$ cat config.mk
export PLATFORM = sky130hd
export DESIGN_NAME = mem_ctrl_rr
export DESIGN_NICKNAME = d
export VERILOG_FILES = /design/src/rtl/mem_ctrl_pkg.sv /design/src/rtl/rr_arbiter.sv /design/src/rtl/mem_ctrl_rr.sv
export SDC_FILE = /design/constraint.sdc
export NUM_CORES = 2
export LEC_CHECK = 0
export BUFFER_PORTS_ARGS = -buffer_cell sky130_fd_sc_hd__buf_2
export CAP_MARGIN = 20
export CORE_MARGIN = 2
export CORE_UTILIZATION = 45
export DETAILED_ROUTE_END_ITERATION = 10
export HOLD_SLACK_MARGIN = 0.03
export PLACE_DENSITY_LB_ADDON = 0.05
export SETUP_SLACK_MARGIN = 0.3
export SLEW_MARGIN = 40
export SYNTH_ARGS = -nofsm -noshare
export SYNTH_HDL_FRONTEND = slang
export SYNTH_SLANG_ARGS = --single-unit
$ cat constraint.sdc
create_clock -name clk -period 16.7 [get_ports clk]
set_input_delay 0.835 -clock clk [delete_from_list [all_inputs] [get_ports clk]]
set_output_delay 0.835 -clock clk [all_outputs]
set_load 0.005 [all_outputs]
$ cat src/rtl/mem_ctrl_pkg.sv
// Shared types and default sizing for the round-robin memory controller.
package mem_ctrl_pkg;

  typedef enum logic [1:0] {
    CLEAR,
    IDLE,
    ACCESS,
    RESP
  } state_t;

  localparam int DEF_N_REQ          = 4;
  localparam int DEF_DATA_W         = 8;
  localparam int DEF_ADDR_W         = 8;
  localparam int DEF_DEPTH          = 256;
  localparam int DEF_CLEAR_ON_RESET = 1;

endpackage

$ cat src/rtl/rr_arbiter.sv
// Round-robin arbiter: search starts at ptr, first set request wins; ptr moves past the winner on advance.
module rr_arbiter #(
  parameter int N_REQ = 4
) (
  input  logic                       clk,
  input  logic                       reset,
  input  logic [N_REQ-1:0]           req_i,
  input  logic                       adv_i,
  output logic [N_REQ-1:0]           gnt_o,
  output logic [$clog2(N_REQ)-1:0]   gnt_idx_o
);

  localparam int IDX_W = $clog2(N_REQ);

  logic [IDX_W-1:0] ptr_q, ptr_d;
  logic [IDX_W-1:0] cand;
  logic             found;

  always_comb begin
    gnt_o     = '0;
    gnt_idx_o = '0;
    cand      = '0;
    found     = 1'b0;
    for (int k = 0; k < N_REQ; k++) begin
      cand = IDX_W'((int'(ptr_q) + k) % N_REQ);
      if (!found && req_i[cand]) begin
        found     = 1'b1;
        gnt_idx_o = cand;
      end
    end
    if (found) gnt_o[gnt_idx_o] = 1'b1;
  end

  always_comb begin
    ptr_d = ptr_q;
    if (adv_i && found) ptr_d = IDX_W'((int'(gnt_idx_o) + 1) % N_REQ);
  end

  always_ff @(posedge clk or negedge reset) begin
    if (!reset) ptr_q <= '0;
    else        ptr_q <= ptr_d;
  end

endmodule

$ cat src/rtl/mem_ctrl_rr.sv
// N_REQ-port single-port memory controller: registered round-robin grant, 3-cycle transaction, optional post-reset clear.
module mem_ctrl_rr
  import mem_ctrl_pkg::*;
#(
  parameter int N_REQ          = DEF_N_REQ,
  parameter int DATA_W         = DEF_DATA_W,
  parameter int ADDR_W         = DEF_ADDR_W,
  parameter int DEPTH          = DEF_DEPTH,
  parameter int CLEAR_ON_RESET = DEF_CLEAR_ON_RESET
) (
  input  logic                       clk,
  input  logic                       reset,
  input  logic [N_REQ-1:0]           req,
  input  logic [N_REQ-1:0]           rw,
  input  logic [N_REQ*ADDR_W-1:0]    addr,
  input  logic [N_REQ*DATA_W-1:0]    wdata,
  output logic [N_REQ-1:0]           ack,
  output logic [DATA_W-1:0]          rdata,
  output logic                       err,
  output logic                       busy
);

  localparam int               IDX_W     = $clog2(N_REQ);
  localparam int               AW1       = ADDR_W + 1;
  localparam state_t           RST_STATE = (CLEAR_ON_RESET != 0) ? CLEAR : IDLE;
  localparam logic [ADDR_W:0]  DEPTH_L   = AW1'(DEPTH);
  localparam logic [ADDR_W-1:0] LAST_ADDR = ADDR_W'(DEPTH - 1);

  logic [ADDR_W-1:0] addr_arr  [N_REQ];
  logic [DATA_W-1:0] wdata_arr [N_REQ];

  genvar gi;
  generate
    for (gi = 0; gi < N_REQ; gi++) begin : g_unpack
      assign addr_arr[gi]  = addr[gi*ADDR_W +: ADDR_W];
      assign wdata_arr[gi] = wdata[gi*DATA_W +: DATA_W];
    end
  endgenerate

  state_t            state_q, state_d;
  logic [N_REQ-1:0]  g_q, g_d;
  logic              rw_q, rw_d;
  logic [ADDR_W-1:0] addr_q, addr_d;
  logic [DATA_W-1:0] wdata_q, wdata_d;
  logic [ADDR_W-1:0] clr_cnt_q, clr_cnt_d;
  logic [N_REQ-1:0]  ack_q, ack_d;
  logic              err_q, err_d;
  logic [DATA_W-1:0] rdata_q;

  logic [N_REQ-1:0]  gnt;
  logic [IDX_W-1:0]  gnt_idx;
  logic              adv;
  logic              in_range;
  logic              rd_en, rd_zero;
  logic              mem_we;
  logic [ADDR_W-1:0] mem_waddr;
  logic [DATA_W-1:0] mem_wdata;

  logic [DATA_W-1:0] mem [DEPTH];

  rr_arbiter #(.N_REQ(N_REQ)) u_arb (
    .clk       (clk),
    .reset     (reset),
    .req_i     (req),
    .adv_i     (adv),
    .gnt_o     (gnt),
    .gnt_idx_o (gnt_idx)
  );

  assign in_range = ({1'b0, addr_q} < DEPTH_L);

  always_comb begin
    state_d   = state_q;
    g_d       = g_q;
    rw_d      = rw_q;
    addr_d    = addr_q;
    wdata_d   = wdata_q;
    clr_cnt_d = clr_cnt_q;
    err_d     = err_q;
    ack_d     = '0;
    adv       = 1'b0;
    rd_en     = 1'b0;
    rd_zero   = 1'b0;
    mem_we    = 1'b0;
    mem_waddr = addr_q;
    mem_wdata = wdata_q;
    unique case (state_q)
      CLEAR: begin
        mem_we    = 1'b1;
        mem_waddr = clr_cnt_q;
        mem_wdata = '0;
        clr_cnt_d = clr_cnt_q + 1'b1;
        if (clr_cnt_q == LAST_ADDR) begin
          clr_cnt_d = '0;
          state_d   = IDLE;
        end
      end
      IDLE: begin
        if (|req) begin
          adv     = 1'b1;
          g_d     = gnt;
          rw_d    = rw[gnt_idx];
          addr_d  = addr_arr[gnt_idx];
          wdata_d = wdata_arr[gnt_idx];
          state_d = ACCESS;
        end
      end
      ACCESS: begin
        // Out-of-range requests never touch the array; they return zero data with err.
        mem_we  = in_range && !rw_q;
        rd_en   = in_range && rw_q;
        rd_zero = !in_range;
        err_d   = !in_range;
        ack_d   = g_q;
        state_d = RESP;
      end
      RESP:    state_d = IDLE;
      default: state_d = RST_STATE;
    endcase
  end

  always_ff @(posedge clk or negedge reset) begin
    if (!reset) begin
      state_q   <= RST_STATE;
      g_q       <= '0;
      rw_q      <= 1'b0;
      addr_q    <= '0;
      wdata_q   <= '0;
      clr_cnt_q <= '0;
      ack_q     <= '0;
      err_q     <= 1'b0;
      rdata_q   <= '0;
    end else begin
      state_q   <= state_d;
      g_q       <= g_d;
      rw_q      <= rw_d;
      addr_q    <= addr_d;
      wdata_q   <= wdata_d;
      clr_cnt_q <= clr_cnt_d;
      ack_q     <= ack_d;
      err_q     <= err_d;
      if (rd_en)        rdata_q <= mem[addr_q];
      else if (rd_zero) rdata_q <= '0;
    end
  end

  // Array has no reset: only the CLEAR walk or a granted write changes it.
  always_ff @(posedge clk) begin
    if (mem_we) mem[mem_waddr] <= mem_wdata;
  end

  assign ack   = ack_q;
  assign rdata = rdata_q;
  assign err   = err_q;
  assign busy  = (state_q != IDLE);

endmodule
Word level (Yosys, flattened, before mapping):

Memory sizes are Yosys's and may differ from the RTL's. A register that Yosys moved wholly into a read port is not among the register bits.
Cells that the tools add are included.

* $add $sub $neg: 5
* order comparisons: 7
* equal/unequal tests: 7
* muxes and demuxes: 40
* bitwise logic cells: 1
* reductions and logical operators: 14

Operator list (number)
* two-way mux 8 bit: 7
* binary-select mux 8 bit (select 2 bit): 2
* less-than comparator 2 x 3 -> 1 bit (second input constant): 5
* two-way mux 1 bit: 15
* two-way mux 2 bit: 6
* binary-select mux 1 bit (select 2 bit): 5
* adder 8 x 1 -> 8 bit (second input constant): 1
* == test 8 bit (second input constant): 1
* two-way mux 4 bit: 2
* case mux 2 bit (4 select lines): 1
* logical AND 1 bit: 5
* logical NOT 1 bit: 5
* adder 2 x 1 -> 2 bit (second input constant): 2
* adder 2 bit (second input constant): 2
* == test 2 bit (second input constant): 2
* inequality test 2 bit (second input constant): 2
* AND reduction 2 bit: 2
* OR reduction 4 bit: 1
* greater-or-equal comparator 3 bit (second input constant): 1
* inverter 2 -> 3 bit: 1
* demux 1 bit (select 2 bit): 1
* == test 2 x 1 -> 1 bit (second input constant): 1
* greater-or-equal comparator 2 x 1 -> 1 bit (second input constant): 1
* logical NOT 2 bit: 1
* other kinds (2): 2

* register bits: 37
* RAM bits: 2048
* bits of input ports: 74
* output and inout port bits: 14
* logic and storage cells: 83
* memories kept: 1

Memories
* mem: depth 256, bits a word 8, read ports 1, clocked after memory_dff 1, write ports 1, line mem_ctrl_rr.sv:59 `logic [DATA_W-1:0] mem [DEPTH];`

Depth between registers and ports, before layout:

* depth in word-level cells: 17
* mapped depth: 13

By module:

From an unflattened synthesis, not the netlist that was laid out.

* cells, all modules: 4213
* area total of the unflattened synthesis: 83234.8 µm²

Modules (own cells, without submodules)
* mem_ctrl_rr: instances 1, cells an instance 4187, area each 82984.6 µm², seq. area each 62575.0 µm²
* rr_arbiter: instances 1, cells an instance 26, area each 250.2 µm², seq. area each 50.0 µm²

Worst setup path before layout:

No wires, ideal clock.

* kind: reg2reg
* start: reg state_q[0]
* end: mem mem[0][0] (netlist bit) (data pin)
* library setup time: 1.462 ns
* data arrival time: 7.643 ns
* slack: 7.595 ns
* stages on the path, launching flop included: 8
* buffers on the path: 4
* cells stage by stage: dfrtp_1 inv_1 ha_1 clkbuf_1 buf_1 clkbuf_1 buf_1 nor2b_1

* cells in the longest elaborated chain, start to end: 2

RTL lines
* from (decl): line mem_ctrl_rr.sv:40 `state_t state_q, state_d;`
* from (signal assigned): line mem_ctrl_rr.sv:134 `state_q <= state_d;`
* logical NOT 2 bit: line mem_ctrl_rr.sv:87 `unique case (state_q)`
* two-way mux 8 bit: line mem_ctrl_rr.sv:87
* named net mem_wdata[0]: line mem_ctrl_rr.sv:57 `logic [DATA_W-1:0] mem_wdata;`
* to (decl): line mem_ctrl_rr.sv:59

The timed path passes the listed nets, and every way through them passes these cells.

==> results_dict.tcl <==
set metrics [dict create \
    track_usage_pct 25.77 \
    post-place-cells 6605 \
    grt_overflow 0 \
    drv_cap 0 \
    start_kind "flop" \
    crit_path_end_kind "flop" \
    dieWidth_um 432.5 \
    antenna_left 0 \
    grt_pass1_vias 42390 \
    grt_pass1_wl_um 336600 \
    drtPass1Iterations 6 \
    placement.cell_area_um2 85930 \
    synth_nets 4351 \
    numClockSinks 2093 \
    vdd_drop_max_mv 0.1915 \
    p_per_area_nw_per_um2 183.1 \
    synth_warnings 0 \
    status "finished clean" \
    clk_pin_slew_ns 0.06 \
    clock_latency_ns 0.86 \
    numCtsBuffers 216 \
    setup_viol 0 \
    synth-seq-area-share_pct 75.78 \
    fmaxAchievable_ghz 0.1952 \
    cts_root_buffer "clkbuf_16" \
    num_rows 157 \
    max_slew.worst_pin.slew_ns 0.9551 \
    cts_setup_buffers 0 \
    yosysTopAreaCell "edfxtp_1" \
    wl_per_cell_um 34.30 \
    synth_area_leaders "edfxtp_1 (74%), mux4_2 (9.5%), mux2i_1 (3.9%), nor2_1 (1.6%), dfrtp_1 (1.4%)" \
    drc 0 \
    core_area_um2 182700 \
    synth.distinct_cells 72 \
    synth_top_area_share_pct 74.42 \
    fin_crit_sh_pct 30.67 \
    hold_class "input pin to async pin" \
    synth_top_flop_cell "edfxtp_1" \
    fill_cells 14710 \
    async_flop_share_pct 2.150 \
    power.leakage_nw 29.51 \
    die_y_um 432.5 \
    regArea_um2 62640 \
    hold_viol_final 0 \
    h-tree-depth 4 \
    via_per_inst 6.105 \
    preCtsSetupSlack_ns 10.95 \
    yosys-top-cells-count "edfxtp_1 (2048), mux4_2 (349), nor2_1 (348), mux2i_1 (326), nand2_1 (185)" \
    die-area_um2 187100 \
    cp.required_ns 17.42 \
    place_congestion 0.8321 \
    layout.cells.non_filler 7013 \
    tns_ns 0 \
    post_cts_resized 0 \
    arrival_ns 5.84 \
    dp_hpwl_um 150800 \
    ios 88 \
    rsz0062_at_grt "false" \
    critPathKind "flop to flop" \
    final_cell_area_um2 93140 \
    avgSynthCellArea_um2 19.36 \
    power.total_mw 17.05 \
    synth-edff-count 2048 \
    antenna_found_initial 9 \
    worst_slack_ns 11.58 \
    fin_nets 4522 \
    wirelength_um 240600 \
    vias 42810 \
    slew_violations 0 \
    hold_buffers 0 \
    syn_inst 4269 \
    synth-seq-cells 2093 \
    cts_tree "done" \
    areaGrowthSynthToFinish_pct 12.70 \
    synthesis.area_um2 82640 \
    drive_gt1_share_pct 24.32 \
    cp_max_fo 45 \
    whs_ns 0.1457 \
    fin_skew_ns 0.03213 \
    final_util_pct 50.98 \
    clockBufferDepth 3 \
    maxSlewHeadroom_pct 35.94 \
    io_buffers 86 \
    multi_input_area_um2 18860 \
    finalCriticalPeriod_ns 5.122 \
    yosysMostFrequentCell "edfxtp_1" \
    initial_core_util_pct 45.24 \
    drt_iter0_drc 4385 \
    grt_max_degree 118 \
]
## cells by family (layout without fill, tap and decap cells)
logic type / Yosys count / in the layout / synth area share, %
flops: 2093 / 2093 / 75.78
xor+xnor: 3 / 3 / 0.03180
other cells: 1 / 3 / 0.004538
compound gates: 494 / 494 / 4.047
buf+inv: 275 / 632 / 2.294
mux: 700 / 700 / 14.15
fa+ha+maj: 8 / 8 / 0.1211
simple gates: 695 / 695 / 3.575
## routing by layer
metal	wire length (um)	part of all wire (%)	global-route usage (%)
met5	35	0.015	0
met4	7163	3.0	7.922
met3	16690	6.9	4.384
met2	110700	46	39.32
met1	106000	44	38.09
## area by class of cell
class                   count  area share [%]
clock buffers             285           6.329
flip-flops and latches   2093           67.26
clock inverters           119           1.145
diodes                      2        0.005374
well taps                2385           3.204
multi-input cells        1901           20.25
repair buffers            211           1.742
inverters                  17         0.07254
## layout by cell type (no fill, tap or decap), types with 8 or more instances in the layout
cell type / n
o21ai_1: 8
clkbuf_16: 224
a21oi_1: 55
dfrtp_1: 41
clkinv_1: 43
a31oi_1: 12
nand3_1: 53
a22oi_1: 56
mux4_2: 349
o221ai_1: 47
nor3_1: 27
bufinv_16: 18
buf_2: 86
edfxtp_1: 2048
nor2b_4: 10
inv_1: 13
clkbuf_1: 55
mux2i_1: 326
buf_6: 17
nand2_2: 15
a221oi_1: 8
mux4_1: 19
nor2_1: 165
clkinv_2: 45
o21ai_0: 78
o22ai_1: 128
nand2_1: 169
a211oi_1: 42
buf_4: 95
nor2_2: 181
## worst paths after layout
path | startpoint | endpoint | slack, ns | cells after the start
max | addr_q[0]$_DFFE_PN0N_ | rdata[7]$_DFFE_PN0P_ | 11.58 | 11
min | reset | ack[0]$_DFF_PN0_ | 0.15 | 2
max reg2reg | addr_q[0]$_DFFE_PN0N_ | rdata[7]$_DFFE_PN0P_ | 11.58 | 11
min reg2reg | g_q[1]$_DFFE_PN0N_ | ack[1]$_DFF_PN0_ | 0.48 | 1
max in group asynchronous | reset | addr_q[1]$_DFFE_PN0N_ | 15.98 | 2
min in group clk | wdata[15] | wdata_q[7]$_DFFE_PN0N_ | 0.38 | 5
## state kept, by name, summed over array words and instances (netlist names)
name and cells:
rdata 8, wdata_q 8, mem 2048, u_arb.ptr_q 2, clr_cnt_q 8, ack 4
rw_q 1, state_q 2, g_q 4, addr_q 8
## where the power goes
group | switching [mW] | total (mW) | internal [mW] | leakage, nW
Combinational | 3.80 | 5.40 | 1.61 | 6.94
Clock | 2.02 | 4.77 | 2.75 | 3.41
Sequential | 0.128 | 6.89 | 6.76 | 19.2
Total | 5.94 | 17.1 | 11.1 | 29.5
## critical path: stages (launching register included)
cell,delay (ns)
dfrtp_4,0.64
buf_12,0.27
buf_4,0.55
buf_4,0.63
buf_6,0.60
mux4_2,0.59
mux2i_1,0.19
o21ai_0,0.28
o32ai_2,0.64
nor3_1,0.14
o311ai_1,0.16
o211ai_1,0.14
No activity file was read; power rests on OpenSTA's default activity.
